## config.mk

```make
export PLATFORM = sky130hd
export DESIGN_NAME = adder_share_arb_flat
export DESIGN_NICKNAME = d
export VERILOG_FILES = /design/src/rtl/adder_share_arb_if.sv /design/src/rtl/adder_share_arb.sv /design/src/flat_wrapper.sv
export SDC_FILE = /design/constraint.sdc
export NUM_CORES = 1
export LEC_CHECK = 0
export ABC_AREA = 1
export CAP_MARGIN = 20
export CORE_MARGIN = 3
export CORE_UTILIZATION = 40
export CTS_CLUSTER_SIZE = 10
export DETAILED_ROUTE_END_ITERATION = 6
export HOLD_SLACK_MARGIN = 0.03
export PLACE_DENSITY = 0.79
export SYNTH_ARGS = -nofsm -noshare
export SYNTH_HDL_FRONTEND = slang
export SYNTH_SLANG_ARGS = --single-unit
```

## constraint.sdc

```tcl
create_clock -name clk -period 2.53 [get_ports clk]
set_clock_uncertainty 0.1 [all_clocks]
set_input_delay 0.253 -clock clk [delete_from_list [all_inputs] [get_ports clk]]
set_output_delay 0.253 -clock clk [all_outputs]
set_load 0.02 [all_outputs]
```

## src/rtl/adder_share_arb_if.sv

```systemverilog
// Bundle of the requester, shared-adder and response signals of adder_share_arb.
// The slave modport is the arbiter's view; master is the client/adder side.
interface adder_share_arb_if #(
  parameter int unsigned NUM_REQ = 4,
  parameter int unsigned OP_W    = 4,
  parameter int unsigned RES_W   = 8,
  parameter int unsigned ID_W    = 2
);
  logic [NUM_REQ-1:0]      req_valid;
  logic [NUM_REQ-1:0]      req_ready;
  logic [NUM_REQ*OP_W-1:0] req_a;
  logic [NUM_REQ*OP_W-1:0] req_b;
  logic [OP_W-1:0]         add_a;
  logic [OP_W-1:0]         add_b;
  logic [RES_W-1:0]        add_c;
  logic                    rsp_valid;
  logic [ID_W-1:0]         rsp_id;
  logic [RES_W-1:0]        rsp_data;
  logic                    rsp_ready;
  logic                    busy;

  modport master (
    output req_valid, req_a, req_b, add_c, rsp_ready,
    input  req_ready, add_a, add_b, rsp_valid, rsp_id, rsp_data, busy
  );

  modport slave (
    input  req_valid, req_a, req_b, add_c, rsp_ready,
    output req_ready, add_a, add_b, rsp_valid, rsp_id, rsp_data, busy
  );
endinterface

```

## src/rtl/adder_share_arb.sv

```systemverilog
// Round-robin arbiter/sequencer sharing one registered adder between NUM_REQ
// requesters. One operation in flight: grant, wait ADD_LAT cycles for the
// adder, then hold the tagged sum on the response channel until accepted.
module adder_share_arb #(
  parameter int unsigned NUM_REQ = 4,
  parameter int unsigned OP_W    = 4,
  parameter int unsigned RES_W   = 8,
  parameter int unsigned ADD_LAT = 1,
  parameter int unsigned ID_W    = 2
) (
  input  logic               clk,
  input  logic               rst_n,
  adder_share_arb_if.slave   bus
);

  localparam int unsigned IDX_W = (NUM_REQ > 1) ? $clog2(NUM_REQ) : 1;
  localparam int unsigned CNT_W = (ADD_LAT > 1) ? $clog2(ADD_LAT + 1) : 1;

  typedef enum logic [1:0] {
    ST_IDLE = 2'd0,
    ST_WAIT = 2'd1,
    ST_RESP = 2'd2
  } state_t;

  state_t           state;
  state_t           state_nx;
  logic [ID_W-1:0]  rr_ptr;
  logic [CNT_W-1:0] cnt;

  logic             grant_any;
  logic [IDX_W-1:0] grant_sel;
  logic [IDX_W-1:0] scan_idx;
  logic [OP_W-1:0]  sel_a;
  logic [OP_W-1:0]  sel_b;

  // Find the first valid requester at or after rr_ptr, wrapping modulo NUM_REQ.
  always_comb begin
    grant_any = 1'b0;
    grant_sel = '0;
    scan_idx  = '0;
    for (int unsigned k = 0; k < NUM_REQ; k++) begin
      scan_idx = IDX_W'((32'(rr_ptr) + k) % NUM_REQ);
      if (!grant_any && bus.req_valid[scan_idx]) begin
        grant_any = 1'b1;
        grant_sel = scan_idx;
      end
    end
  end

  // Select the granted requester's operands from the packed buses.
  always_comb begin
    sel_a = '0;
    sel_b = '0;
    for (int unsigned i = 0; i < NUM_REQ; i++) begin
      if (IDX_W'(i) == grant_sel) begin
        sel_a = bus.req_a[i*OP_W +: OP_W];
        sel_b = bus.req_b[i*OP_W +: OP_W];
      end
    end
  end

  // State register.
  always_ff @(posedge clk) begin
    if (!rst_n) begin
      state <= ST_IDLE;
    end else begin
      state <= state_nx;
    end
  end

  // Next-state logic plus the combinational grant and busy outputs.
  // A grant only goes to a requester whose valid is high, so in IDLE the
  // handshake happens exactly when any requester is valid.
  always_comb begin
    state_nx      = state;
    bus.req_ready = '0;
    bus.busy      = (state != ST_IDLE);
    unique case (state)
      ST_IDLE: begin
        if (grant_any) begin
          bus.req_ready[grant_sel] = 1'b1;
          state_nx                 = ST_WAIT;
        end
      end
      ST_WAIT: begin
        if (cnt == '0) begin
          state_nx = ST_RESP;
        end
      end
      ST_RESP: begin
        if (bus.rsp_ready) begin
          state_nx = ST_IDLE;
        end
      end
      default: state_nx = ST_IDLE;
    endcase
  end

  // Operand, latency-counter, response and round-robin pointer registers.
  always_ff @(posedge clk) begin
    if (!rst_n) begin
      rr_ptr        <= '0;
      cnt           <= '0;
      bus.add_a     <= '0;
      bus.add_b     <= '0;
      bus.rsp_valid <= 1'b0;
      bus.rsp_id    <= '0;
      bus.rsp_data  <= '0;
    end else begin
      unique case (state)
        ST_IDLE: begin
          if (grant_any) begin
            bus.add_a  <= sel_a;
            bus.add_b  <= sel_b;
            bus.rsp_id <= ID_W'(grant_sel);
            cnt        <= CNT_W'(ADD_LAT);
          end
        end
        ST_WAIT: begin
          if (cnt != '0) begin
            cnt <= cnt - 1'b1;
          end else begin
            bus.rsp_data  <= bus.add_c;
            bus.rsp_valid <= 1'b1;
          end
        end
        ST_RESP: begin
          if (bus.rsp_ready) begin
            bus.rsp_valid <= 1'b0;
            rr_ptr        <= (bus.rsp_id == ID_W'(NUM_REQ - 1)) ? '0 : bus.rsp_id + 1'b1;
          end
        end
        default: ;
      endcase
    end
  end

endmodule

```

## src/flat_wrapper.sv

```systemverilog
// flat-port wrapper written by rule: the top's interface ports become plain ports
module adder_share_arb_flat 
#(
  parameter int unsigned NUM_REQ = 4,
  parameter int unsigned OP_W    = 4,
  parameter int unsigned RES_W   = 8,
  parameter int unsigned ADD_LAT = 1,
  parameter int unsigned ID_W    = 2
)
  (clk, rst_n, bus_req_valid, bus_req_a, bus_req_b, bus_add_c, bus_rsp_ready, bus_req_ready, bus_add_a, bus_add_b, bus_rsp_valid, bus_rsp_id, bus_rsp_data, bus_busy);
  adder_share_arb_if #(.NUM_REQ(NUM_REQ), .OP_W(OP_W), .RES_W(RES_W), .ID_W(ID_W)) bus_i ();
  input  logic clk;
  input  logic rst_n;
  input wire logic [$bits(bus_i.req_valid)-1:0] bus_req_valid;
  input wire logic [$bits(bus_i.req_a)-1:0] bus_req_a;
  input wire logic [$bits(bus_i.req_b)-1:0] bus_req_b;
  input wire logic [$bits(bus_i.add_c)-1:0] bus_add_c;
  input wire logic [$bits(bus_i.rsp_ready)-1:0] bus_rsp_ready;
  output wire logic [$bits(bus_i.req_ready)-1:0] bus_req_ready;
  output wire logic [$bits(bus_i.add_a)-1:0] bus_add_a;
  output wire logic [$bits(bus_i.add_b)-1:0] bus_add_b;
  output wire logic [$bits(bus_i.rsp_valid)-1:0] bus_rsp_valid;
  output wire logic [$bits(bus_i.rsp_id)-1:0] bus_rsp_id;
  output wire logic [$bits(bus_i.rsp_data)-1:0] bus_rsp_data;
  output wire logic [$bits(bus_i.busy)-1:0] bus_busy;
  assign bus_i.req_valid = bus_req_valid;
  assign bus_i.req_a = bus_req_a;
  assign bus_i.req_b = bus_req_b;
  assign bus_i.add_c = bus_add_c;
  assign bus_i.rsp_ready = bus_rsp_ready;
  assign bus_req_ready = bus_i.req_ready;
  assign bus_add_a = bus_i.add_a;
  assign bus_add_b = bus_i.add_b;
  assign bus_rsp_valid = bus_i.rsp_valid;
  assign bus_rsp_id = bus_i.rsp_id;
  assign bus_rsp_data = bus_i.rsp_data;
  assign bus_busy = bus_i.busy;
  adder_share_arb #(.NUM_REQ(NUM_REQ), .OP_W(OP_W), .RES_W(RES_W), .ADD_LAT(ADD_LAT), .ID_W(ID_W)) u_core (.clk(clk), .rst_n(rst_n), .bus(bus_i));
endmodule
```

* Word-level counts from Yosys, hierarchy flattened
Cells that the tools add are included.
** Storage, ports and cells
- Register bits after elaboration :: 24
- Input bits :: 47
- Output and inout bits :: 24
** Operators by class
- $add $sub $neg :: 5
- $lt $le $gt $ge :: 6
- Equal/unequal tests :: 9
- Multiplexer cells :: 39
- Bitwise gates (word level) :: 1
- Reductions and logical operators :: 18
** Operators with widths (count)
- 4-bit 2-to-1 mux :: 10
- 2-bit 2-to-1 mux :: 8
- 2-bit by 3-bit less-than comparator with 1-bit output, second input constant :: 5
- 1-bit 2-to-1 mux :: 13
- 1-bit binary-select mux with 2-bit select :: 4
- 2-bit AND reduction :: 4
- 2-bit case mux with 3 select lines :: 1
- 3-bit AND reduction :: 2
- 2-bit nonzero test :: 3
- 2-bit by 1-bit adder with 2-bit output, second input constant :: 2
- 2-bit adder, second input constant :: 2
- 2-bit == test, first input constant :: 2
- 2-bit == test, second input constant :: 2
- 1-bit logical AND :: 4
- 2-bit zero test :: 2
- 2-bit != test, second input constant :: 2
- 1-bit case mux with 2 select lines :: 2
- 1-bit zero test :: 3
- 1-bit demux with 2-bit select :: 1
- 1-bit by 2-bit == test with 1-bit output, first input constant :: 1
- 2-bit by 1-bit == test with 1-bit output, second input constant :: 1
- 2-bit by 1-bit >= comparator with 1-bit output, second input constant :: 1
- 2-bit by 1-bit != test with 1-bit output, second input constant :: 1
- 1-bit inverter :: 1
- 1-bit subtractor, second input constant :: 1

* Logic depth before layout (Yosys ltp)
Gate-level depths: netlist of run 1.
- Word-level depth :: 18
- Mapped depth :: 17

* Worst setup path after synthesis of run 1
OpenSTA, ideal clock, no wires.
- Path type :: flip-flop to output port
- Start :: register u_core.rr_ptr[0]
- End :: output bus_req_ready[0]
- Data arrival time :: 1.741 ns
- Data required time :: 2.177 ns
- Slack :: 0.436 ns
- Cell stages (with the launch flop) :: 10
- Buffers on the path :: 2
- Cells stage by stage :: dfxtp_1 > buf_6 > inv_6 > nand2_2 > nand2_4 > o21ai_1 > nand3b_2 > nand2_1 > buf_2 > nor3_1
** Between the ends
- Cells in the longest elaborated chain, start to end :: 18
- Elaborated cells between the ends (all ways) :: 32
** RTL lines
- start, declared :: line adder_share_arb.sv:27 : logic [ID_W-1:0] rr_ptr;
- start signal, assigned :: line adder_share_arb.sv:130 : rr_ptr <= (bus.rsp_id == ID_W'(NUM_REQ - 1)) ? '0 : bus.rsp_id + 1'b1;
- parallel branches: the longest is 16 deep, another holds 2-bit by 3-bit less-than comparator with 1-bit output
- 4-bit 2-to-1 mux (*) :: line adder_share_arb.sv:80 : if (grant_any) begin
- 4-bit 2-to-1 mux (*) :: line adder_share_arb.sv:78 : unique case (state)
- end, declared :: line flat_wrapper.sv:19 : output wire logic [$bits(bus_i.req_ready)-1:0] bus_req_ready;
Mark *: on every way between the ends. The select of a mux whose other input is x is not followed.

* Worst setup path in the final report of run 1
- Start :: register u_core.rr_ptr[0]
- End :: output bus_req_ready[1]
The elaborated chain is that of the path after synthesis.

==> flow_metrics.py, run 1 <==
metrics = {
    "finish": {
        "antenna_cells": 0,
        "fill_cells": 320,
        "regArea_um2": 480,
        "nets": 360,
        "multiInputGateArea_um2": 893,
        "area_growth_pct": 58.4,
        "drive_gt1_frac": 0.151,
        "final_cell_area_um2": 2360,
    },
    "worst_setup_path": {
        "r2r-start": "u_core.rr_ptr[0]$_SDFFE_PN0P_",
        "r2r-end": "u_core.bus.add_b[3]$_SDFFE_PN0P_",
        "reg2reg_depth": 17,
        "worstPathMaxFanout": 10,
        "start_kind": "flop",
        "path_class": "reg -> out",
        "crit_end": "bus_req_ready[1]",
        "critPathLaunch": "u_core.rr_ptr[0]$_SDFFE_PN0P_",
        "cp.arrival_ps": 1960,
        "cp-end-kind": "output pin",
        "required_ps": 2180,
        "r2r_setup_slack_ps": 260,
    },
    "cts": {
        "clkLatencyLatePin_ps": 260,
        "cts_buffer_depth": 2,
        "htreeDepth": 1,
        "cts_root_buffer": "clkbuf_8",
        "cts_tree": "done",
        "path_clk_slew_ps": 80,
        "cts_setup_buffers": 0,
        "clkSinkCount": 24,
        "numCtsBuffers": 3,
    },
    "floorplanning": {
        "die_x_um": 67.0,
        "dieArea_um2": 4490,
        "row_count": 21,
        "die_height_um": 67.0,
        "ios": 71,
        "start_util": 0.430,
        "core_um2": 3470,
    },
    "drt": {
        "dr.pass1.iters": 4,
        "drt_wl_total_um": 4030,
        "dr.first_iter.drc_count": 84,
        "ant_nets": 0,
        "viasPerCell": 4.81,
        "routedWlPerCell_um": 11.3,
        "num_vias": 1717,
        "drc": 0,
    },
    "place": {
        "io_buffers": 70,
        "hpwl_um": 3200,
        "postPlaceCellArea_um2": 2310,
        "gp_congestion": 0.805,
    },
    "grt": {
        "antenna_found_initial": 0,
        "grtUsageTotal": 0.190,
        "grt_max_degree": 19,
        "grt_pass1_wl_um": 6620,
        "globalRouteOverflowTotal": 0,
        "grt_pass1_vias": 1498,
    },
    "power": {
        "ir_worst_vdd_uv": 408,
        "p_leak_uw": 0.00105,
        "cellPowerDensity_nw_per_um2": 647,
        "power.total_uw": 1530,
    },
    "yosys": {
        "synthCells": 229,
        "yosysSeqAreaShare": 0.322,
        "ys_warn_count": 0,
        "synthArstFlopShare": 0,
        "synth_fp_nets": 277,
        "netlist-cell-type-count": 26,
        "syn_area_um2": 1490,
        "yosys_most_used_dff": "dfxtp_1",
        "synth_edf_count": 0,
        "syn_area_per_cell_um2": 6.51,
        "ys_ff_latch": 24,
    },
    "sta": {
        "finalCriticalPeriod_ps": 2320,
        "period_share": 0.915,
        "worstMarginPinSlew_ps": 635,
        "max-slew-margin-rel": 0.575,
        "setup_violations": 0,
        "slew_viol_final": 0,
        "finalHoldViolCount": 0,
        "rsz0062_at_grt": "no",
        "max_freq_ghz": 0.432,
    },
    "min_path": {
        "min_path_type": "reg -> reg",
        "hp-start": "u_core.bus.rsp_data[7]$_SDFFE_PN0P_",
    },
    "flow_run": {
        "cap_violations": 0,
    },
    "status": {
        "status": "finished clean",
    },
}
-- Yosys cell counts (2+ instances only) --
cell | instances | area share
nand2_1 | 75 | 0.19
dfxtp_1 | 24 | 0.32
nor2_4 | 2 | 0.015
o21ai_0 | 6 | 0.020
buf_6 | 2 | 0.015
a21oi_1 | 15 | 0.050
nand2_4 | 3 | 0.023
buf_2 | 2 | 0.0067
clkinv_1 | 2 | 0.0050
nand3_2 | 2 | 0.013
nor2_1 | 22 | 0.055
inv_2 | 3 | 0.0076
nand4_1 | 5 | 0.021
nand2_2 | 7 | 0.029
inv_1 | 14 | 0.035
a21oi_2 | 5 | 0.029
nand3_1 | 31 | 0.10
-- metal layers --
metal  vias up  track usage  wire (µm)
li1        905            -          -
met1       754        0.238       1710
met2        56        0.319       1980
met3         2       0.0624        325
met4         0       0.0304         19
met5         -            0          0
-- what timing repair did --
item                                    4_1_cts  5_1_grt
endpoints found under the setup margin        4        4
gates resized for setup                       4        9
hold buffers                                  0        0
-- cells in the final DEF (no fill, tap or decap), drive strengths merged --
cell type,count
ha,1
nand2,85
nand3b,2
o21ai,7
a21oi,20
clkbuf,7
nor3,1
nand4,6
nand3,33
clkdlybuf4s50,66
buf,13
clkinv,2
dfxtp,24
nor2,25
bufinv,1
inv,18
-- where the power goes --
group	switching, µW	leakage, µW	internal (µW)	total [µW]
clock network	123	0.0000357	211	334
registers	34.4	0.000197	436	470
logic	395	0.000817	328	723
total	552	0.00105	975	1530
-- state kept, by name, summed over array words and instances, names as in the netlist --
name                  cells
u_core.bus.add_a          4
u_core.bus.add_b          4
u_core.bus.rsp_data       8
u_core.bus.rsp_id         2
u_core.bus.rsp_valid      1
u_core.cnt                1
u_core.rr_ptr             2
u_core.state              2
-- final cells by class --
| cell class | count | share of cell area |
|---|---|---|
| clock buffers | 3 | 0.0175 |
| multi-input cells | 180 | 0.378 |
| repair buffers | 83 | 0.330 |
| clock inverters | 1 | 0.0127 |
| well taps | 46 | 0.0244 |
| flip-flops and latches | 24 | 0.203 |
| inverters | 20 | 0.0339 |
-- kinds of logic (layout without fill, tap and decap cells) --
kind of cell	after synthesis	count (layout)	share of synthesized area
flip-flops	24	24	0.322
AND/OR/NAND/NOR	152	152	0.488
buffers and inverters	25	107	0.0781
adder cells (fa/ha/maj)	1	1	0.00839
AO/OA/AOI/OAI	27	27	0.103
-- worst min-delay path by stage --
| stage | slack, ps | cells past startpoint | endpoint |
|---|---|---|---|
| final | 360 | 2 | u_core.bus.rsp_data[7]$_SDFFE_PN0P_ |
| after global routing | 380 | 2 | u_core.bus.rsp_data[6]$_SDFFE_PN0P_ |
| after CTS | 370 | 2 | u_core.bus.rsp_data[7]$_SDFFE_PN0P_ |
| after detailed placement | 360 | 2 | u_core.bus.rsp_data[5]$_SDFFE_PN0P_ |
| after global placement | 350 | 2 | u_core.bus.rsp_valid$_SDFFE_PN0P_ |
| after floorplan | 250 | 2 | u_core.state[0]$_SDFFE_PN0P_ |
-- worst max-delay path, cell delays in order (launching register included) --
cell	delay, ps
dfxtp_1	320
buf_4	180
inv_6	70
nand2_1	70
nand2_2	70
nand2_1	90
nand2_2	70
nor2_4	130
nand4_2	120
nand2_4	100
inv_2	60
nor2_1	150
nand2_1	80
inv_1	50
clkbuf_2	160
-- metrics by stage --
stage | TNS, ps | util | hold slack, ps | std cells | setup WS [ps]
4_1_cts | 0 | 0.685 | 367 | 357 | 25.4
6_report | 0 | 0.681 | 362 | 357 | 215
3_5_place_dp | -500 | 0.666 | 356 | 353 | -138
5_1_grt | 0 | 0.681 | 383 | 357 | 8.99
3_3_place_gp | -423 | 0.666 | 348 | 353 | -130
2_1_floorplan | 0 | - | 251 | 229 | 436
Note: power is estimated with default switching activity, not from simulation.
==> run 2: changes to the inputs <==
--- a/config.mk
+++ b/config.mk
@@ -8,11 +8,11 @@
 export ABC_AREA = 1
 export CAP_MARGIN = 20
 export CORE_MARGIN = 3
-export CORE_UTILIZATION = 40
+export CORE_UTILIZATION = 41
 export CTS_CLUSTER_SIZE = 10
 export DETAILED_ROUTE_END_ITERATION = 6
 export HOLD_SLACK_MARGIN = 0.03
-export PLACE_DENSITY = 0.79
+export PLACE_DENSITY = 0.8
 export SYNTH_ARGS = -nofsm -noshare
 export SYNTH_HDL_FRONTEND = slang
 export SYNTH_SLANG_ARGS = --single-unit
==> run 2 against run 1 <==
Compared with the run above: wire length shrank 0.20%; first-iteration DRC count grew 42%; global-route usage grew 0.90 points; die area shrank 2.2%; cell count grew 1.4%; sequential cell count is the same; critical path depth shrank 3; combinational power grew 3%; clock-buffer cell count is the same; clock power shrank 15%.
==> flow_metrics.py, run 2 (synthesis gave the netlist of run 1 again) <==
metrics = {
    "grt": {
        "antenna_found_initial": 0,
        "grtUsageTotal": 0.199,
        "grt_pass1_vias": 1680,
        "grt_max_degree": 19,
        "globalRouteOverflowTotal": 0,
        "grt_pass1_wl_um": 6960,
    },
    "worst_setup_path": {
        "r2r-start": "u_core.rr_ptr[0]$_SDFFE_PN0P_",
        "start_kind": "flop",
        "cp-end-kind": "output pin",
        "crit_family": "simple AND/OR/NAND/NOR gates",
        "worstPathMaxFanout": 10,
        "path_class": "reg -> out",
        "reg2reg_depth": 15,
        "r2r_setup_slack_ps": 390,
        "r2r-end": "u_core.bus.add_a[1]$_SDFFE_PN0P_",
        "cp.arrival_ps": 2020,
        "crit_buf_inv": 4,
        "required_ps": 2180,
        "critPathMaxStageDelay_ps": 350,
        "path_cells": "buf_12, inv_6, nand2_1, nand3_1, nand2_2, nor2_4, nand3b_2, inv_2, nor2_8, nor3_1, buf_2",
        "cp_slowest_cell": "dfxtp_1",
    },
    "finish": {
        "largest_reg_flops": 8,
        "mostFrequentLayoutCells": "75 x nand2_1, 66 x clkdlybuf4s50_1, 31 x nand3_1",
        "area_growth_pct": 60.5,
        "reg_top3": "u_core.bus.rsp_data: 8 flops, u_core.bus.add_a: 4 flops, u_core.bus.add_b: 4 flops",
        "top_register": "u_core.bus.rsp_data",
        "stdcell_count": 362,
        "final_cell_area_um2": 2390,
        "layout_commonest_cell": "nand2_1",
        "drive_gt1_frac": 0.165,
        "antenna_cells": 0,
        "fill_cells": 310,
        "nets": 365,
    },
    "sta": {
        "worstMarginPinSlew_ps": 555,
        "fin_ws_ps": 157,
        "finalHoldViolCount": 0,
        "max_freq_ghz": 0.421,
        "period_share": 0.938,
        "max-slew-margin-rel": 0.628,
        "finalCriticalPeriod_ps": 2370,
        "rsz0062_at_grt": "no",
        "setup_violations": 0,
        "slew_viol_final": 0,
        "finalSetupTns_ps": 0,
    },
    "power": {
        "p_leak_uw": 0.00107,
        "cellPowerDensity_nw_per_um2": 625,
        "ir_worst_vdd_uv": 329,
    },
    "place": {
        "postPlaceCellArea_um2": 2360,
        "gp_congestion": 0.821,
        "hpwl_um": 3220,
        "pre_cts_ws_ps": -161,
        "io_buffers": 70,
        "placed_cells": 358,
    },
    "floorplanning": {
        "core_um2": 3420,
        "die_height_um": 66.3,
        "row_count": 21,
        "ios": 71,
        "die_x_um": 66.3,
        "start_util": 0.436,
        "dieArea_um2": 4390,
    },
    "drt": {
        "viasPerCell": 4.84,
        "num_vias": 1752,
        "met1_length_um": 1720,
        "drt_wl_total_um": 4030,
        "dr.first_iter.drc_count": 119,
        "drc": 0,
        "ant_nets": 0,
        "routedWlPerCell_um": 11.1,
        "met3_length_um": 290,
        "routed.top_layer": "met4",
        "dr.pass1.iters": 4,
        "wl_met2_um": 1960,
    },
    "min_path": {
        "hold_end": "u_core.bus.rsp_data[1]$_SDFFE_PN0P_",
        "min_path_type": "reg -> reg",
        "hold_depth": 2,
        "hp-start": "u_core.bus.rsp_data[1]$_SDFFE_PN0P_",
    },
    "status": {
        "status": "finished clean",
    },
    "flow_run": {
        "cap_violations": 0,
    },
    "cts": {
        "htreeDepth": 1,
        "clkSinkCount": 24,
        "cts_hold_buf": 0,
        "path_clk_slew_ps": 140,
        "cts_buffer_depth": 2,
        "clkLatencyLatePin_ps": 330,
        "numCtsBuffers": 3,
        "cts_tree": "done",
        "cts_root_buffer": "clkbuf_4",
    },
}
==> run 2: where the power goes <==
group          internal, µW  switching (µW)  leakage, µW  total (µW)
Combinational           348             395     0.000845         743
Sequential              436            32.9     0.000197         469
Clock                   160             123    0.0000279         283
Total                   944             551      0.00107        1490
==> run 2: layout make-up <==
type | count | area (µm²) | share of cell area
multi-input combinational | 180 | 893 | 0.373
timing repair buffer | 88 | 828 | 0.346
sequential | 24 | 480 | 0.201
inverter | 20 | 80.1 | 0.0335
tap | 46 | 57.6 | 0.0241
clock inverter | 1 | 30.0 | 0.0126
clock buffer | 3 | 22.5 | 0.00941
==> run 2: tightest hold or removal path, cell delays in order, from the launching register on <==
cell,delay [ps]
dfxtp_1,340
nand2_1,60
a21oi_1,50
==> run 2: per-stage QoR <==
stage	total power, µW	hold slack [ps]	utilization
global route	1600	377	0.700
floorplan	893	251	-
detailed placement	1230	353	0.691
global placement	1230	347	0.691
finish	1490	372	0.700
CTS	1510	371	0.706
==> run 2: routing by layer <==
metal / up-vias / GRT usage
met5: - / 0
met2: 54 / 0.351
met1: 774 / 0.232
met4: 0 / 0.0609
li1: 919 / -
met3: 5 / 0.0527
==> run 2: worst max-delay path by stage <==
stage | startpoint | end | slack [ps] | cells after the start
6_report | u_core.rr_ptr[0]$_SDFFE_PN0P_ | bus_req_ready[0] | 160 | 11
5_1_grt | u_core.rr_ptr[0]$_SDFFE_PN0P_ | bus_req_ready[3] | 6 | 12
4_1_cts | u_core.rr_ptr[0]$_SDFFE_PN0P_ | bus_req_ready[2] | 10 | 13
3_5_place_dp | bus_req_valid[1] | bus_req_ready[0] | -160 | 11
3_3_place_gp | bus_req_valid[1] | bus_req_ready[0] | -90 | 11
2_1_floorplan | u_core.rr_ptr[0]$_SDFFE_PN0P_ | bus_req_ready[0] | 440 | 9
==> run 2: repair_timing <==
item,CTS,global route
cloned,0,0
setup endpoints to repair,4,4
setup buffers,0,0
resized for setup,9,6
pin swaps,0,0
